[src/rtl/issue_scoreboard_ctrl_pkg.sv]
`default_nettype none
// +------------------------------------------------------------------+
// | issue_scoreboard_ctrl_pkg : shared types for the issue scoreboard |
// | Rev 1.0                                                           |
// +------------------------------------------------------------------+
package issue_scoreboard_ctrl_pkg;

  localparam int SB_REG_W = 5;
  localparam int SB_CNT_W = 2;

  typedef logic [SB_CNT_W-1:0] sb_cnt_t;
  localparam sb_cnt_t SB_CNT_MAX = '1;

  typedef enum logic [1:0] {
    RUN   = 2'd0,
    HOLD  = 2'd1,
    FLUSH = 2'd2
  } sb_state_t;

  typedef struct packed {
    logic                has_rs1;
    logic [SB_REG_W-1:0] rs1_num;
    logic                has_rs2;
    logic [SB_REG_W-1:0] rs2_num;
    logic                has_rd;
    logic [SB_REG_W-1:0] rd_num;
  } sb_issue_t;

  typedef struct packed {
    logic                valid;
    logic [SB_REG_W-1:0] rd_num;
  } sb_wb_t;

  // Register is a hazard source only if it is actually read and busy.
  function automatic logic sb_reads_busy(input logic has, input logic busy);
    return has && busy;
  endfunction

endpackage
`default_nettype wire

[src/rtl/issue_scoreboard_ctrl_sb_counter.sv]
`default_nettype none
// +------------------------------------------------------------------+
// | sb_counter : one pending-write counter, clamps at 0 and at max    |
// | Rev 1.0                                                           |
// +------------------------------------------------------------------+
module sb_counter #(
  parameter int W = 2
) (
  input  logic         clk,
  input  logic         rst,
  input  logic         inc,
  input  logic         dec_a,
  input  logic         dec_b,
  output logic [W-1:0] cnt,
  output logic         underflow
);

  localparam logic signed [W+1:0] MAXV = {2'b00, {W{1'b1}}};

  logic signed [W+1:0] sum;
  logic [W-1:0]        cnt_nxt;

  // Net of one increment and up to two decrements, evaluated in a signed
  // width wide enough that -2 is representable before clamping.
  always_comb begin
    sum = $signed({2'b00, cnt})
        + $signed({{(W+1){1'b0}}, inc})
        - $signed({{(W+1){1'b0}}, dec_a})
        - $signed({{(W+1){1'b0}}, dec_b});
    underflow = 1'b0;
    cnt_nxt   = sum[W-1:0];
    if (sum < 0) begin
      underflow = 1'b1;
      cnt_nxt   = '0;
    end else if (sum > MAXV) begin
      cnt_nxt   = {W{1'b1}};
    end
  end

  always_ff @(posedge clk) begin
    if (rst) begin
      cnt <= '0;
    end else begin
      cnt <= cnt_nxt;
    end
  end

endmodule
`default_nettype wire

[src/rtl/issue_scoreboard_ctrl.sv]
`default_nettype none
// +------------------------------------------------------------------+
// | issue_scoreboard_ctrl : RAW/full issue gating + redirect flush    |
// | Optional macro SB_WB_BYPASS_EN : same-cycle writeback bypass      |
// | Rev 1.0                                                           |
// +------------------------------------------------------------------+
module issue_scoreboard_ctrl
  import issue_scoreboard_ctrl_pkg::*;
#(
  parameter int NUM_REGS     = 32,
  parameter int CNT_W        = SB_CNT_W,
  parameter int FLUSH_CYCLES = 2
) (
  input  logic       clk,
  input  logic       rst,
  input  logic       issue_valid,
  input  logic       issue_has_rs1,
  input  logic [4:0] issue_rs1_num,
  input  logic       issue_has_rs2,
  input  logic [4:0] issue_rs2_num,
  input  logic       issue_has_rd,
  input  logic [4:0] issue_rd_num,
  input  logic       wb_valid,
  input  logic [4:0] wb_rd_num,
  input  logic       kill_valid,
  input  logic [4:0] kill_rd_num,
  input  logic       redirect,
  output logic       issue_rdy,
  output logic       id_flush,
  output logic       sb_err
);

  localparam logic [CNT_W-1:0] CNT_MAX    = {CNT_W{1'b1}};
  localparam logic [CNT_W-1:0] CNT_ONE    = CNT_W'(1);
  localparam logic [3:0]       FLUSH_LOAD = 4'(FLUSH_CYCLES - 1);

  sb_issue_t iss;
  sb_wb_t    wb;
  sb_wb_t    kill;

  assign iss  = {issue_has_rs1, issue_rs1_num, issue_has_rs2, issue_rs2_num,
                 issue_has_rd, issue_rd_num};
  assign wb   = {wb_valid, wb_rd_num};
  assign kill = {kill_valid, kill_rd_num};

  logic [31:0][CNT_W-1:0] pend;
  logic [31:0]            busy;
  logic [31:0]            haz_busy;
  logic [31:0]            uflow;
  logic                   issue_fire;

  // The 5-bit index space is fully populated; x0 and indices beyond
  // NUM_REGS-1 read as permanently idle.
  generate
    for (genvar r = 0; r < 32; r++) begin : g_reg
      if (r == 0 || r >= NUM_REGS) begin : g_idle
        assign pend[r]  = '0;
        assign uflow[r] = 1'b0;
      end else begin : g_cnt
        sb_counter #(.W(CNT_W)) u_cnt (
          .clk       (clk),
          .rst       (rst),
          .inc       (issue_fire && iss.has_rd && iss.rd_num == 5'(r)),
          .dec_a     (wb.valid && wb.rd_num == 5'(r)),
          .dec_b     (kill.valid && kill.rd_num == 5'(r)),
          .cnt       (pend[r]),
          .underflow (uflow[r])
        );
      end

      assign busy[r] = (pend[r] != '0);

`ifdef SB_WB_BYPASS_EN
      assign haz_busy[r] = busy[r] &&
                           !(wb.valid && wb.rd_num == 5'(r) && pend[r] == CNT_ONE);
`else
      assign haz_busy[r] = busy[r];
`endif
    end
  endgenerate

  logic raw;
  logic full;
  logic hazard;

  assign raw    = sb_reads_busy(iss.has_rs1, haz_busy[iss.rs1_num]) ||
                  sb_reads_busy(iss.has_rs2, haz_busy[iss.rs2_num]);
  assign full   = iss.has_rd && (iss.rd_num != 5'd0) && (pend[iss.rd_num] == CNT_MAX);
  assign hazard = raw || full;

  sb_state_t  state;
  sb_state_t  state_nxt;
  logic [3:0] flush_cnt;
  logic [3:0] flush_cnt_nxt;

  always_comb begin
    state_nxt     = state;
    flush_cnt_nxt = flush_cnt;
    issue_rdy     = 1'b0;
    case (state)
      RUN: begin
        issue_rdy = !hazard;
        if (issue_valid && hazard) state_nxt = HOLD;
      end
      HOLD: begin
        issue_rdy = !hazard;
        if (!hazard) state_nxt = RUN;
      end
      FLUSH: begin
        if (flush_cnt == 4'd0) state_nxt = RUN;
        else                   flush_cnt_nxt = flush_cnt - 4'd1;
      end
      default: begin
        state_nxt     = FLUSH;
        flush_cnt_nxt = FLUSH_LOAD;
      end
    endcase
    // Redirect wins over a same-cycle issue so nothing is recorded for it.
    if (redirect) begin
      state_nxt     = FLUSH;
      flush_cnt_nxt = FLUSH_LOAD;
      issue_rdy     = 1'b0;
    end
    if (rst) issue_rdy = 1'b0;
  end

  assign issue_fire = issue_valid && issue_rdy;

  always_ff @(posedge clk) begin
    if (rst) begin
      state     <= FLUSH;
      flush_cnt <= FLUSH_LOAD;
      id_flush  <= 1'b1;
      sb_err    <= 1'b0;
    end else begin
      state     <= state_nxt;
      flush_cnt <= flush_cnt_nxt;
      id_flush  <= redirect;
      sb_err    <= sb_err | (|uflow);
    end
  end

endmodule
`default_nettype wire

[config.mk]
export PLATFORM = sky130hd
export DESIGN_NAME = issue_scoreboard_ctrl
export DESIGN_NICKNAME = d
export VERILOG_FILES = /design/src/rtl/issue_scoreboard_ctrl_pkg.sv /design/src/rtl/issue_scoreboard_ctrl_sb_counter.sv /design/src/rtl/issue_scoreboard_ctrl.sv
export SDC_FILE = /design/constraint.sdc
export NUM_CORES = 1
export LEC_CHECK = 0
export ABC_CLOCK_PERIOD_IN_PS = 7200
export CELL_PAD_IN_SITES_DETAIL_PLACEMENT = 2
export CELL_PAD_IN_SITES_GLOBAL_PLACEMENT = 2
export CORE_MARGIN = 2
export CORE_UTILIZATION = 40
export CTS_CLUSTER_SIZE = 8
export DETAILED_ROUTE_END_ITERATION = 10
export PLACE_DENSITY_LB_ADDON = 0.1
export SLEW_MARGIN = 20
export SYNTH_ARGS = -nofsm -noshare
export SYNTH_HDL_FRONTEND = slang
export SYNTH_SLANG_ARGS = --single-unit
[constraint.sdc]
create_clock -name clk -period 7.2 [get_ports clk]
set_input_delay 1.44 -clock clk [delete_from_list [all_inputs] [get_ports clk]]
set_output_delay 1.44 -clock clk [all_outputs]
set_load 0.03 [all_outputs]
==> impl_metrics.csv, run 1 <==
group,metric,value,unit
detailed_routing,maxUsedRoutingLayer,"met4",
worst_setup_path,r2r_cells,14,
detailed_routing,first_pass_iters,5,
die,pin_count,37,
die,rows,49,
clock_tree,clock-sinks,70,
die,core_area,17800,sq um
worst_setup_path,max_stage_delay,0.98,ns
detailed_routing,routed_wl,27.8,mm
run,cap_viol_max_count,0,
detailed_routing,met3RoutedLength,1.71,mm
die,die_y,138,um
detailed_routing,dr_wl_met2,13.5,mm
global_route,grt_use_total,29.7,%
timing,fin_skew,0.00855,ns
global_route,antenna_found_initial,0,
clock_tree,clockRootBuffer,"clkbuf_16",
worst_setup_path,cp.arrival,5.06,ns
clock_tree,clkTransAtPathRegs,0.06,ns
place,gp_congestion,0.891,
worst_setup_path,cp_max_fo,17,
clock_tree,clockBufferDepth,2,
layout,layout.nets,1025,
worst_setup_path,slowest_stage,"clkdlybuf4s50_1",
detailed_routing,drt_iter0_drc,340,
clock_tree,postCtsSetupRepairBufs,0,
timing,fmax,154,MHz
global_route,grt_max_degree,64,
layout,antenna_cells,0,
timing,setup_slack,0.702,ns
logic_synthesis,yosys_register_bits,70,
layout,instances_no_fill,1097,
timing,worst_pin_slew,1.12,ns
clock_tree,clock_latency,0.35,ns
logic_synthesis,ys_seq_area_share,19.4,%
logic_synthesis,ys_warn_count,0,
detailed_routing,route.detailed.drc,0,
worst_setup_path,end_kind,"output pin",
clock_tree,cts_buffers,9,
logic_synthesis,synthCells,849,
layout,layout_common_cells,"inv_1 (100), ha_1 (95), nand2_1 (78), nor2_1 (73), dfxtp_1 (70)",
logic_synthesis,syn_area_per_cell,8.52,sq um
detailed_routing,wl_met1,12.1,mm
logic_synthesis,yosys_most_used_dff,"dfxtp_1",
timing,drv_slew,0,
outcome,status,"finished clean",
place,dp.cells,1083,
worst_setup_path,start_kind,"input pin",
clock_tree,ctsHoldBuffers,0,
detailed_routing,ant_nets,0,
detailed_routing,vias,6719,
logic_synthesis,synth_cell_types,53,
pwr,power,1.15,mW
pwr,leakage,3.34,nW
layout,drive_gt1_share,6.91,%
pwr,power_density,144,nW/um^2
logic_synthesis,ys_async_sr_fraction,0,%
worst_hold_path,holdCritPathClass,"reg2reg",
place,hpwl,22.3,mm
pwr,max-vdd-ir-drop,0.117,mV
detailed_routing,via_per_inst,6.12,
layout,fillers,1984,
clock_tree,cts_resized,0,
global_route,grt-ovfl-total,0,
timing,hold_violations,0,
die,fp.dieArea,19200,sq um
die,start_util,40.5,%
global_route,grt_pass1_wl,43.9,mm
worst_setup_path,critPathKind,"in2out",
place,port-buffer-count,36,
timing,hold_ws,0.529,ns
layout,layout_commonest_cell,"inv_1",
timing,relSlewSlack,25.0,%
worst_setup_path,cp.required,5.76,ns
worst_hold_path,whs_path_depth,2,
worst_setup_path,cp_cell_sequence,"clkdlybuf4s50_1, buf_4, nor2_1, buf_4, a21oi_1, o31ai_1, a2111oi_0, o21ai_0, and3_1, clkdlybuf4s50_1",
logic_synthesis,syn-num-nets,1009,
timing,layout_min_cycle_time,6.50,ns
global_route,grt_pass1_vias,7563,
timing,fin_crit_sh,90.3,%
clock_tree,cts_tree,"built",
layout,syn2layout_area_growth,10.5,%
timing,tns,0,ns
clock_tree,htreeDepth,3,
detailed_routing,wl_per_cell,25.4,um
logic_synthesis,syn-cell-area,7230,sq um
place,pre_cts_ws,0.599,ns
logic_synthesis,synth_edf_count,0,
timing,setup_viol,0,
die,die_x,138,um
timing,rsz0062_at_grt,"no",
## power by group
| group | internal (mW) | total [mW] | switching [mW] |
|---|---|---|---|
| registers | 0.406 | 0.434 | 0.0276 |
| logic | 0.103 | 0.262 | 0.159 |
| clock network | 0.265 | 0.455 | 0.190 |
## area by class of cell
| cell class | instances | area [sq um] | area share (%) |
|---|---|---|---|
| Sequential cell | 70 | 1400 | 17.5 |
| Tap cell | 229 | 287 | 3.59 |
| Clock inverter | 2 | 35.0 | 0.438 |
| Inverter | 101 | 379 | 4.74 |
| Multi-Input combinational cell | 637 | 5220 | 65.4 |
| Timing Repair Buffer | 46 | 430 | 5.39 |
| Clock buffer | 12 | 236 | 2.96 |
## state kept, by name, summed over array words and instances (netlist names)
signal,cells
state,2
id_flush,1
flush_cnt,4
sb_err,1
g.g_cnt.u_cnt.cnt,62
## per-stage QoR
| step | cell area, sq um | util (%) |
|---|---|---|
| floorplan | 7230 | - |
| global placement | 7720 | 43.3 |
| detailed placement | 7720 | 43.3 |
| CTS | 7990 | 44.8 |
| global route | 7990 | 44.8 |
| finish | 7990 | 44.8 |
## final timing paths
| check | startpoint | end | slack (ns) |
|---|---|---|---|
| setup / recovery | issue_rd_num[0] | issue_rdy | 0.70 |
| setup reg to reg | g_reg[4].g_cnt.u_cnt.cnt[1] | sb_err | 2.75 |
| hold reg to reg | flush_cnt[3] | flush_cnt[3] | 0.53 |
| hold / removal | flush_cnt[3] | flush_cnt[3] | 0.53 |
## synthesized netlist by cell type, types with 2 or more instances
master / count / share of area, %
nor2b_1: 11 / 0.95
o31ai_1: 2 / 0.21
fa_1: 31 / 8.6
or4_1: 10 / 1.0
nor4_1: 12 / 1.0
a221o_1: 2 / 0.28
nand3_1: 19 / 1.3
and2_1: 6 / 0.52
nand2b_1: 13 / 1.1
o21ai_0: 9 / 0.62
clkbuf_1: 13 / 0.67
a2bb2oi_1: 2 / 0.24
a311oi_1: 4 / 0.48
a21oi_1: 16 / 1.1
a22oi_1: 7 / 0.73
buf_2: 11 / 0.76
mux4_2: 13 / 4.0
inv_1: 100 / 5.2
xor2_1: 4 / 0.48
buf_6: 4 / 0.62
buf_4: 5 / 0.52
dfxtp_1: 70 / 19
and3_1: 3 / 0.26
nand2_1: 78 / 4.0
ha_1: 95 / 16
a211oi_1: 50 / 5.2
nor3b_1: 4 / 0.42
nand3b_1: 8 / 0.83
o22ai_1: 7 / 0.61
a2111oi_0: 3 / 0.36
a31oi_1: 3 / 0.26
nor2_1: 73 / 3.8
nor3_1: 62 / 4.3
mux2i_1: 15 / 2.1
xnor2_1: 29 / 3.5
o211a_1: 2 / 0.28
mux2_2: 2 / 0.31
nand4_1: 7 / 0.61
or3_1: 3 / 0.26
nor4_2: 19 / 3.3
mux4_1: 4 / 1.5
buf_1: 7 / 0.36
## cells by family after synthesis
kind of cell / share of synthesized area, %
AO/OA/AOI/OAI: 10.7
XOR/XNOR: 4.00
adder cells (fa/ha/maj): 25.0
buffers and inverters: 8.39
flip-flops: 19.4
multiplexers: 7.89
AND/OR/NAND/NOR: 24.6
## routing by layer
layer  global-route usage, %  up-vias
met4                    7.41        0
met5                       0        -
met3                    6.55       38
met2                    50.3      205
li1                        -     3047
met1                    38.5     3429
## worst max-delay path, delay by kind of cell
family                 cells  cell delay, ns
buffers and inverters      4            2.06
AO/OA/AOI/OAI              4            1.26
AND/OR/NAND/NOR            2            0.31
Power figures use the tool's default switching activity.
==> inputs of run 2 (changes only) <==
--- a/config.mk
+++ b/config.mk
@@ -16,4 +16,5 @@
 export SLEW_MARGIN = 20
 export SYNTH_ARGS = -nofsm -noshare
 export SYNTH_HDL_FRONTEND = slang
+export SYNTH_HIERARCHICAL = 1
 export SYNTH_SLANG_ARGS = --single-unit
==> impl_metrics.csv, run 2 <==
group,metric,value,unit
timing,worst_pin_slew,0.875,ns
layout,layout.nets,1162,
global_route,antenna_found_initial,1,
logic_synthesis,synth.most_common_cell,"inv_1",
detailed_routing,drt_iter0_drc,384,
worst_setup_path,r2r_start,"g_reg[24].g_cnt.u_cnt/cnt[0]",
timing,relSlewSlack,41.6,%
outcome,status,"finished clean",
logic_synthesis,yosys_most_used_dff,"dfxtp_1",
logic_synthesis,synth_top_area_share,18.6,%
detailed_routing,route.detailed.drc,0,
die,fp.dieArea,19900,sq um
detailed_routing,maxUsedRoutingLayer,"met4",
worst_hold_path,holdCritPathClass,"reg2reg",
timing,fin_skew,0.0104,ns
global_route,grt_pass1_wl,43.4,mm
detailed_routing,wl_met1,12.7,mm
place,dp.cells,1225,
layout,antenna_cells,0,
timing,fmax,160,MHz
logic_synthesis,synthCells,978,
layout,syn2layout_area_growth,11.5,%
detailed_routing,vias,7096,
layout,drive_gt1_share,9.93,%
place,hpwl,21.8,mm
die,core_area,18600,sq um
timing,drv_slew,0,
logic_synthesis,synth_edf_count,0,
clock_tree,cts_buffers,9,
die,pin_count,37,
global_route,grt_use_total,28.6,%
layout,instances_no_fill,1241,
worst_setup_path,critPathKind,"in2reg",
detailed_routing,ant_nets,0,
run,cap_viol_max_count,0,
worst_hold_path,whs_path_depth,2,
logic_synthesis,ys_top_cells_by_count,"inv_1 (160), nand2_1 (114), nor2_1 (99)",
worst_setup_path,reg2reg_to,"sb_err",
die,die_x,141,um
timing,tns,0,ns
timing,setup_slack,0.959,ns
worst_setup_path,max_stage_delay,0.76,ns
worst_setup_path,start_kind,"input pin",
global_route,grt_max_degree,38,
place,gp_congestion,0.853,
clock_tree,ctsHoldBuffers,0,
logic_synthesis,syn_area_per_cell,7.70,sq um
layout,top_register,"g.g_cnt.u_cnt/cnt",
worst_setup_path,end_kind,"flop",
layout,reg_top3,"g.g_cnt.u_cnt/cnt (62), flush_cnt (4), state (2)",
logic_synthesis,ys_warn_count,6,
timing,setup_viol,0,
logic_synthesis,synth_top_area_cell,"dfxtp_1",
clock_tree,postCtsSetupRepairBufs,0,
clock_tree,cts_tree,"built",
place,pre_cts_ws,0.511,ns
die,rows,50,
die,start_util,40.5,%
logic_synthesis,synth_cell_types,59,
worst_setup_path,cp.arrival,6.47,ns
clock_tree,clockBufferDepth,2,
layout,layout_commonest_cell,"inv_1",
worst_hold_path,min_to,"flush_cnt[3]",
pwr,max-vdd-ir-drop,0.109,mV
logic_synthesis,ys_async_sr_fraction,0,%
die,die_y,141,um
layout,layout_common_cells,"inv_1 (160), nand2_1 (114), nor2_1 (99), ha_1 (95), a21oi_1 (71)",
worst_hold_path,min_from,"flush_cnt[3]",
worst_setup_path,cp_max_fo,31,
logic_synthesis,yosys_register_bits,70,
place,port-buffer-count,36,
clock_tree,clock_latency,0.36,ns
global_route,grt_pass1_vias,7653,
detailed_routing,wl_per_cell,22.2,um
timing,hold_violations,0,
pwr,leakage,3.62,nW
clock_tree,clkTransAtPathRegs,0.07,ns
logic_synthesis,synth_area_leaders,"dfxtp_1 (19%), ha_1 (16%), fa_1 (8.2%)",
detailed_routing,via_per_inst,5.72,
logic_synthesis,syn-cell-area,7530,sq um
detailed_routing,dr_wl_met2,12.9,mm
timing,rsz0062_at_grt,"no",
logic_synthesis,ys_seq_area_share,18.6,%
clock_tree,clockRootBuffer,"clkbuf_16",
worst_setup_path,slowest_stage,"clkdlybuf4s50_1",
worst_setup_path,reg2reg_setup_slack,2.54,ns
timing,fin_crit_sh,86.7,%
worst_setup_path,r2r_cells,17,
worst_setup_path,cp.required,7.43,ns
layout,largest_register_ff_count,62,
global_route,grt-ovfl-total,0,
clock_tree,cts_resized,0,
clock_tree,htreeDepth,3,
detailed_routing,routed_wl,27.6,mm
timing,hold_ws,0.527,ns
detailed_routing,met3RoutedLength,1.48,mm
timing,layout_min_cycle_time,6.24,ns
detailed_routing,first_pass_iters,5,
clock_tree,clock-sinks,70,
pwr,power_density,130,nW/um^2
logic_synthesis,syn-num-nets,1138,
worst_setup_path,cp_cell_sequence,"clkdlybuf4s50_1, or4_1, o31a_1, nand4_1, a41oi_1, or4_1, buf_12, nor4_2, fa_1, inv_1, ha_1, inv_1, ha_1, and2b_2, nor4_1, nand4_1, nor2_1, nor2_1",
[run 2: stage by stage]
| stage | total power [mW] | util [%] | area (sq um) |
|---|---|---|---|
| after global routing | 1.14 | 45.2 | 8400 |
| after floorplan | 0.558 | - | 7530 |
| after detailed placement | 0.651 | 43.7 | 8120 |
| after global placement | 0.643 | 43.7 | 8120 |
| final | 1.09 | 45.2 | 8400 |
| after CTS | 1.10 | 45.2 | 8400 |
[run 2: how the worst max path moves through the flow]
stage / start / end / slack [ns]
CTS: issue_rs2_num[0] / sb_err / 0.86
floorplan: issue_rs2_num[0] / sb_err / 2.22
detailed placement: issue_rs2_num[0] / sb_err / 0.51
global placement: issue_rs2_num[0] / sb_err / 0.67
finish: issue_rs2_num[0] / sb_err / 0.96
global route: issue_rs2_num[0] / sb_err / 0.63
[run 2: kinds of logic (layout without fill, tap and decap cells)]
logic type | Yosys count | count (layout) | synth area share (%)
mux | 5 | 5 | 1.50
flops | 70 | 70 | 18.6
buf+inv | 196 | 225 | 10.4
simple gates | 393 | 393 | 29.1
compound gates | 185 | 185 | 16.0
fa+ha+maj | 126 | 126 | 24.0
xor+xnor | 3 | 3 | 0.349
[run 2: power breakdown]
group          internal (mW)  switching (mW)
Combinational         0.0880           0.141
Clock                  0.243           0.201
Sequential             0.399          0.0172
Total                  0.731           0.359
[run 2: metal layers]
metal	up-vias	global-route usage, %
met3	32	5.26
met5	-	0
met1	3547	38.7
met2	171	47.4
li1	3346	-
met4	0	7.00
[run 2: layout make-up]
cell class | count | area [sq um]
Multi-Input combinational cell | 712 | 5350
Inverter | 161 | 604
Clock inverter | 5 | 35.0
Fill cell | 2181 | 10200
Sequential cell | 70 | 1400
Timing Repair Buffer | 48 | 470
Tap cell | 234 | 293
Clock buffer | 11 | 243
[run 2: critical path, delay by kind of cell]
family,cells,cell delay (ns)
AOI/OAI and AO/OA,2,0.27
adders and majority gates,3,0.75
buffers and inverters,4,1.08
and+or+nand+nor,9,2.90
==> patch 1 (settings of run 1) <==
The 3 states of `sb_state_t` get a one-hot encoding in 3 bits.
--- a/src/rtl/issue_scoreboard_ctrl_pkg.sv
+++ b/src/rtl/issue_scoreboard_ctrl_pkg.sv
@@ -11,10 +11,10 @@
   typedef logic [SB_CNT_W-1:0] sb_cnt_t;
   localparam sb_cnt_t SB_CNT_MAX = '1;
 
-  typedef enum logic [1:0] {
-    RUN   = 2'd0,
-    HOLD  = 2'd1,
-    FLUSH = 2'd2
+  typedef enum logic [2:0] {
+    RUN   = 3'b001,
+    HOLD  = 3'b010,
+    FLUSH = 3'b100
   } sb_state_t;
 
   typedef struct packed {
Function: no difference found for any inputs over 4 cycles, from zero or initial values and one cycle with rst high; so few cycles prove little.
==> patch 1 against run 1 <==
- total power shrank 1.9%
- sequential cell count grew 1
- synthesized cell count shrank 4.5%
- routed wire length shrank 3.9%
- synthesized area shrank 2.9%
- sequential power grew 2%
- setup slack gained 0.13 ns
- largest cell class unchanged
- design area shrank 2.0%
==> patch 1: results (changes against run 1) <==
[outcome]
status = complete, no violations

[worst_setup_path]
slowest_delay_ns = 1.01  ; +0.03 ns
worst_r2r_path_depth = 15  ; +1
timing.critical_path.arrival_ns = 4.93  ; -0.13 ns
worstPathMaxFanout = 17  ; unchanged
timing.rr.start = g_reg[8].g_cnt.u_cnt.cnt[1]

[global_route]
gr-usage-all-layers = 0.303  ; +0.00678
grt_pass1_wl_um = 41700  ; -5.0%
grt_pass1_vias = 7072  ; -6.5%
groute.layer.met2.usage = 0.500  ; -0.00314
met1_usage = 0.398  ; +0.0127

[final_layout]
clock_buffers = 13  ; +1
final.signal_buffer_count = 40  ; -13%
instances_no_fill = 1060  ; -3.4%
n_fill_cell = 1893  ; -4.6%
design.seq.count = 71  ; +1.4%
insertedDiodeCount = 1  ; +1
area.growth.synth_to_final_pct = 11.5
clock_cell_area_share = 0.0355  ; +0.00148
inverters_excl_clock = 100  ; -0.99%
layout.buffer.nonclock.area_share = 0.0508  ; -0.00307
multiInputCombCellCount = 607  ; -4.7%
seq_area_sq_mm = 0.00142  ; +1.4%
multi_input_gate_area_in_the_final_layout_sq_mm = 0.00508  ; -2.8%
final_layout_size_suffix_gt1_frac = 0.0887  ; +0.0196
design.final.nets = 989  ; -3.5%

[placed_design]
postPlaceCellArea_sq_mm = 0.00755  ; -2.2%
place.detailed.instances = 1043  ; -3.7%
post-dp-hpwl_um = 21100  ; -5.1%
port-buffer-count = 36  ; unchanged
gp_congestion = 0.891  ; about the same
dpl_worst_slack_ns = 0.801  ; +0.202 ns

[synthesis]
ys_top_cells_by_count = 98 x sky130_fd_sc_hd__inv_1, 95 x sky130_fd_sc_hd__ha_1, 71 x sky130_fd_sc_hd__dfxtp_1, 71 x sky130_fd_sc_hd__nand2_1, 60 x sky130_fd_sc_hd__nor2_1
synthesis.area_per_instance_sq_um = 8.66  ; +1.7%
yosys.cell_types.count = 52  ; -1.9%
yosysSeqAreaShare = 0.202  ; +0.00855
synthTopCellsByArea = sky130_fd_sc_hd__dfxtp_1 20%, sky130_fd_sc_hd__ha_1 17%, sky130_fd_sc_hd__fa_1 8.8%, sky130_fd_sc_hd__mux4_2 6.1%, sky130_fd_sc_hd__a211oi_1 5.8%

[sta]
clock-skew-final_ns = 0.00865  ; +0.000107 ns
slew-limit-headroom = 0.260  ; +0.0102

[route]
totalWireLength_um = 26700  ; -3.9%
drt_pre_antenna_iters = 4  ; -1
dr_total_vias = 6387  ; -4.9%
dr.first_iter.drc_count = 279  ; -18%

[power]
p_seq_frac = 0.392  ; +0.015
max-vdd-ir-drop_v = 0.000116  ; -0.81%
p_switching_w = 0.000367  ; -2.5%

[die]
initial_utilization = 0.408  ; +0.00223
design.core.area_sq_mm = 0.0172  ; -3.4%

-- patch 1: cell count changes in the layout (fill, tap and decap cells not counted), moves of 7 or more --
cell	before	now
sky130_fd_sc_hd__nor4_2	19	0
sky130_fd_sc_hd__nor2_1	73	60
sky130_fd_sc_hd__nor3_2	0	31
sky130_fd_sc_hd__or4_1	10	2
sky130_fd_sc_hd__nand2_1	78	71
sky130_fd_sc_hd__buf_4	10	3
sky130_fd_sc_hd__nor3_1	62	53
-- patch 1: kinds of logic after synthesis --
family | Yosys count | share of synthesized area
buffers and inverters | 133 | 0.0748
AO/OA/AOI/OAI | 110 | 0.109
flip-flops | 71 | 0.202
multiplexers | 31 | 0.0784
adder cells (fa/ha/maj) | 126 | 0.258
XOR/XNOR | 34 | 0.0424
AND/OR/NAND/NOR | 306 | 0.235
-- patch 1: final timing paths --
| kind | end | slack, ns |
|---|---|---|
| max | issue_rdy | 0.83 |
| min | flush_cnt[3] | 0.53 |
| max reg2reg | sb_err | 2.95 |
| min reg2reg | flush_cnt[3] | 0.53 |
-- patch 1: worst max-delay path: cells and delay by family --
| family | cells | cell delay (ns) |
|---|---|---|
| buffers and inverters | 2 | 1.72 |
| multiplexers | 2 | 1.07 |
| AND/OR/NAND/NOR | 4 | 0.70 |
-- patch 1: layer usage --
metal | share of wire | up-vias
li1 | - | 2902
met1 | 0.44 | 3252
met2 | 0.47 | 184
met3 | 0.062 | 49
met4 | 0.029 | 0
met5 | 0 | -
-- patch 1: power by group through the flow --
stage	combinational, W	clock (W)	sequential, W
after global routing	0.000264	0.000472	0.000444
after global placement	0.000221	0	0.000449
after CTS	0.000240	0.000450	0.000441
after floorplan	0.000152	0	0.000436
final	0.000239	0.000447	0.000443
after detailed placement	0.000238	0	0.000450
==> patch 2 (flow settings as in run 1) <==
Made on the original files. Change the package constant `SB_CNT_W` from 2 to 4.
--- a/src/rtl/issue_scoreboard_ctrl_pkg.sv
+++ b/src/rtl/issue_scoreboard_ctrl_pkg.sv
@@ -6,7 +6,7 @@
 package issue_scoreboard_ctrl_pkg;
 
   localparam int SB_REG_W = 5;
-  localparam int SB_CNT_W = 2;
+  localparam int SB_CNT_W = 4;
 
   typedef logic [SB_CNT_W-1:0] sb_cnt_t;
   localparam sb_cnt_t SB_CNT_MAX = '1;
Check against the original RTL: same outputs for any inputs over 4 cycles, from zero or initial values and one cycle with rst high; that may be too few to reach the edited logic, so the function may still have changed.
==> patch 2 against run 1 <==
- critical path depth did not move
- setup slack got worse by 0.16 ns
- design area rose by 66%
- clock skew rose by 0.0020 ns
- die area rose by 64%
- sequential cell count rose by 62
- total power rose by 84%
- routed wire length rose by 74%
- synthesized area rose by 66%
==> patch 2: results (changes against run 1) <==
[worst_setup_path]
timing.critical_path.arrival_ns = 5.22  ; +0.16 ns
slowest_stage = sky130_fd_sc_hd__clkdlybuf4s50_1
slowest_delay_ns = 0.89  ; -0.09 ns
worstPathMaxFanout = 33  ; +16

[power]
max-vdd-ir-drop_v = 0.000153  ; +31%
p_leak_nw = 5.00  ; +50%

[synthesis]
ys_top_cells_by_count = 193 x sky130_fd_sc_hd__nor2_1, 165 x sky130_fd_sc_hd__a21oi_1, 145 x sky130_fd_sc_hd__nand2_1
synthesis.nets = 1753  ; +74%
synthMostInstantiatedCell = sky130_fd_sc_hd__nor2_1
yosysSeqAreaShare = 0.220  ; +0.0259
synthesis.area_per_instance_sq_um = 7.55  ; -11%
yosys.cell_types.count = 59  ; +11%
synthTopCellsByArea = sky130_fd_sc_hd__dfxtp_1 22%, sky130_fd_sc_hd__ha_1 9.8%, sky130_fd_sc_hd__a21oi_1 6.9%, sky130_fd_sc_hd__nor2_1 6.0%, sky130_fd_sc_hd__fa_1 5.2%

[clock_tree]
htree_levels = 4  ; +1
clock_insertion_delay_worst_skew_ns = 0.45  ; +0.10 ns
cts_made_buffers = 17  ; +8
cts_root_buf = sky130_fd_sc_hd__clkbuf_16
cts-root-to-sink-buffers = 2  ; unchanged

[placed_design]
dpl_worst_slack_ns = 0.198  ; -0.401 ns
gp_congestion = 0.956  ; +7.3%
post-dp-hpwl_um = 36900  ; +66%

[outcome]
status = complete, no violations

[global_route]
initial_antenna_violation_count = 0  ; unchanged
gr-usage-all-layers = 0.313  ; +0.0160
largest_net_degree_at_the_start_of_global_routing = 44  ; -31%
grt_pass1_wl_um = 75700  ; +72%

[route]
drt_pre_antenna_iters = 6  ; +1
detail_route.wl_per_cell_um = 24.3  ; -4.1%
dr.first_iter.drc_count = 740  ; +120%
dr_total_vias = 12500  ; +86%

[sta]
actual_slew_at_the_worst_max_slew_pin_ns = 1.01  ; -0.109 ns
clock-skew-final_ns = 0.0105  ; +0.00199 ns
final_max_slew_viol_count = 0  ; unchanged

[final_layout]
insertedDiodeCount = 0  ; unchanged
final_layout_size_suffix_gt1_frac = 0.0487  ; -0.0205
design.final.nets = 1749  ; +71%
largestRegisters = g.g_cnt.u_cnt.cnt x124, flush_cnt x4, state x2
instances_no_fill = 1993  ; +82%

==> patch 2: cell types whose count changed after synthesis, sizes merged, moves of 29 or more <==
cell / before / now
a21oi: 16 / 165
nor2: 73 / 193
o21ai: 9 / 88
nand2: 78 / 145
dfxtp: 70 / 132
clkbuf: 13 / 55
nand3: 19 / 61
a31oi: 3 / 35
nor2b: 11 / 41
a211oi: 50 / 21
==> patch 2: layout make-up <==
cell class,instances,area (sq um)
clock inverter,12,135
timing repair buffer,45,423
inverter,90,338
multi-input combinational,1304,8750
clock buffer,20,457
sequential,132,2640
tap,390,488
fill,3493,16400
==> patch 2: report_power, final <==
part	total, W	internal, W	switching [W]
Combinational	0.000377	0.000148	0.000228
Sequential	0.000823	0.000764	0.0000585
Clock	0.000918	0.000556	0.000362
==> patch 2: path summary, 6_finish.rpt <==
path | startpoint | to | slack, ns | depth (start not counted)
worst min register to register | flush_cnt[3] | flush_cnt[3] | 0.47 | 1
worst min-delay path | flush_cnt[3] | flush_cnt[3] | 0.47 | 1
worst max register to register | g_reg[19].g_cnt.u_cnt.cnt[2] | sb_err | 1.86 | 17
worst max-delay path | issue_rd_num[0] | issue_rdy | 0.54 | 10
==> patch 2: cell families after synthesis <==
group,Yosys count,share of synthesized area
buffers and inverters,158,0.0526
flip-flops,132,0.220
XOR/XNOR,48,0.0349
multiplexers,44,0.0616
AND/OR/NAND/NOR,680,0.279
adder cells (fa/ha/maj),125,0.149
AO/OA/AOI/OAI,407,0.203
==> patch 2: through the flow <==
step / hold slack (ns) / instance area (sq um) / total power [W] / util
global placement: 0.445 / 12600 / 0.00118 / 0.427
floorplan: 0.430 / 12000 / 0.00106 / -
global route: 0.518 / 13200 / 0.00220 / 0.447
CTS: 0.481 / 13200 / 0.00213 / 0.447
detailed placement: 0.463 / 12600 / 0.00120 / 0.427
finish: 0.471 / 13200 / 0.00212 / 0.447
==> patch 2: per-layer routing <==
layer | GRT usage | wire length [um] | vias up
li1 | - | - | 5743
met1 | 0.370 | 20300 | 6293
met2 | 0.540 | 23500 | 338
met3 | 0.0557 | 2280 | 134
met4 | 0.158 | 2410 | 0
met5 | 0 | 0 | -
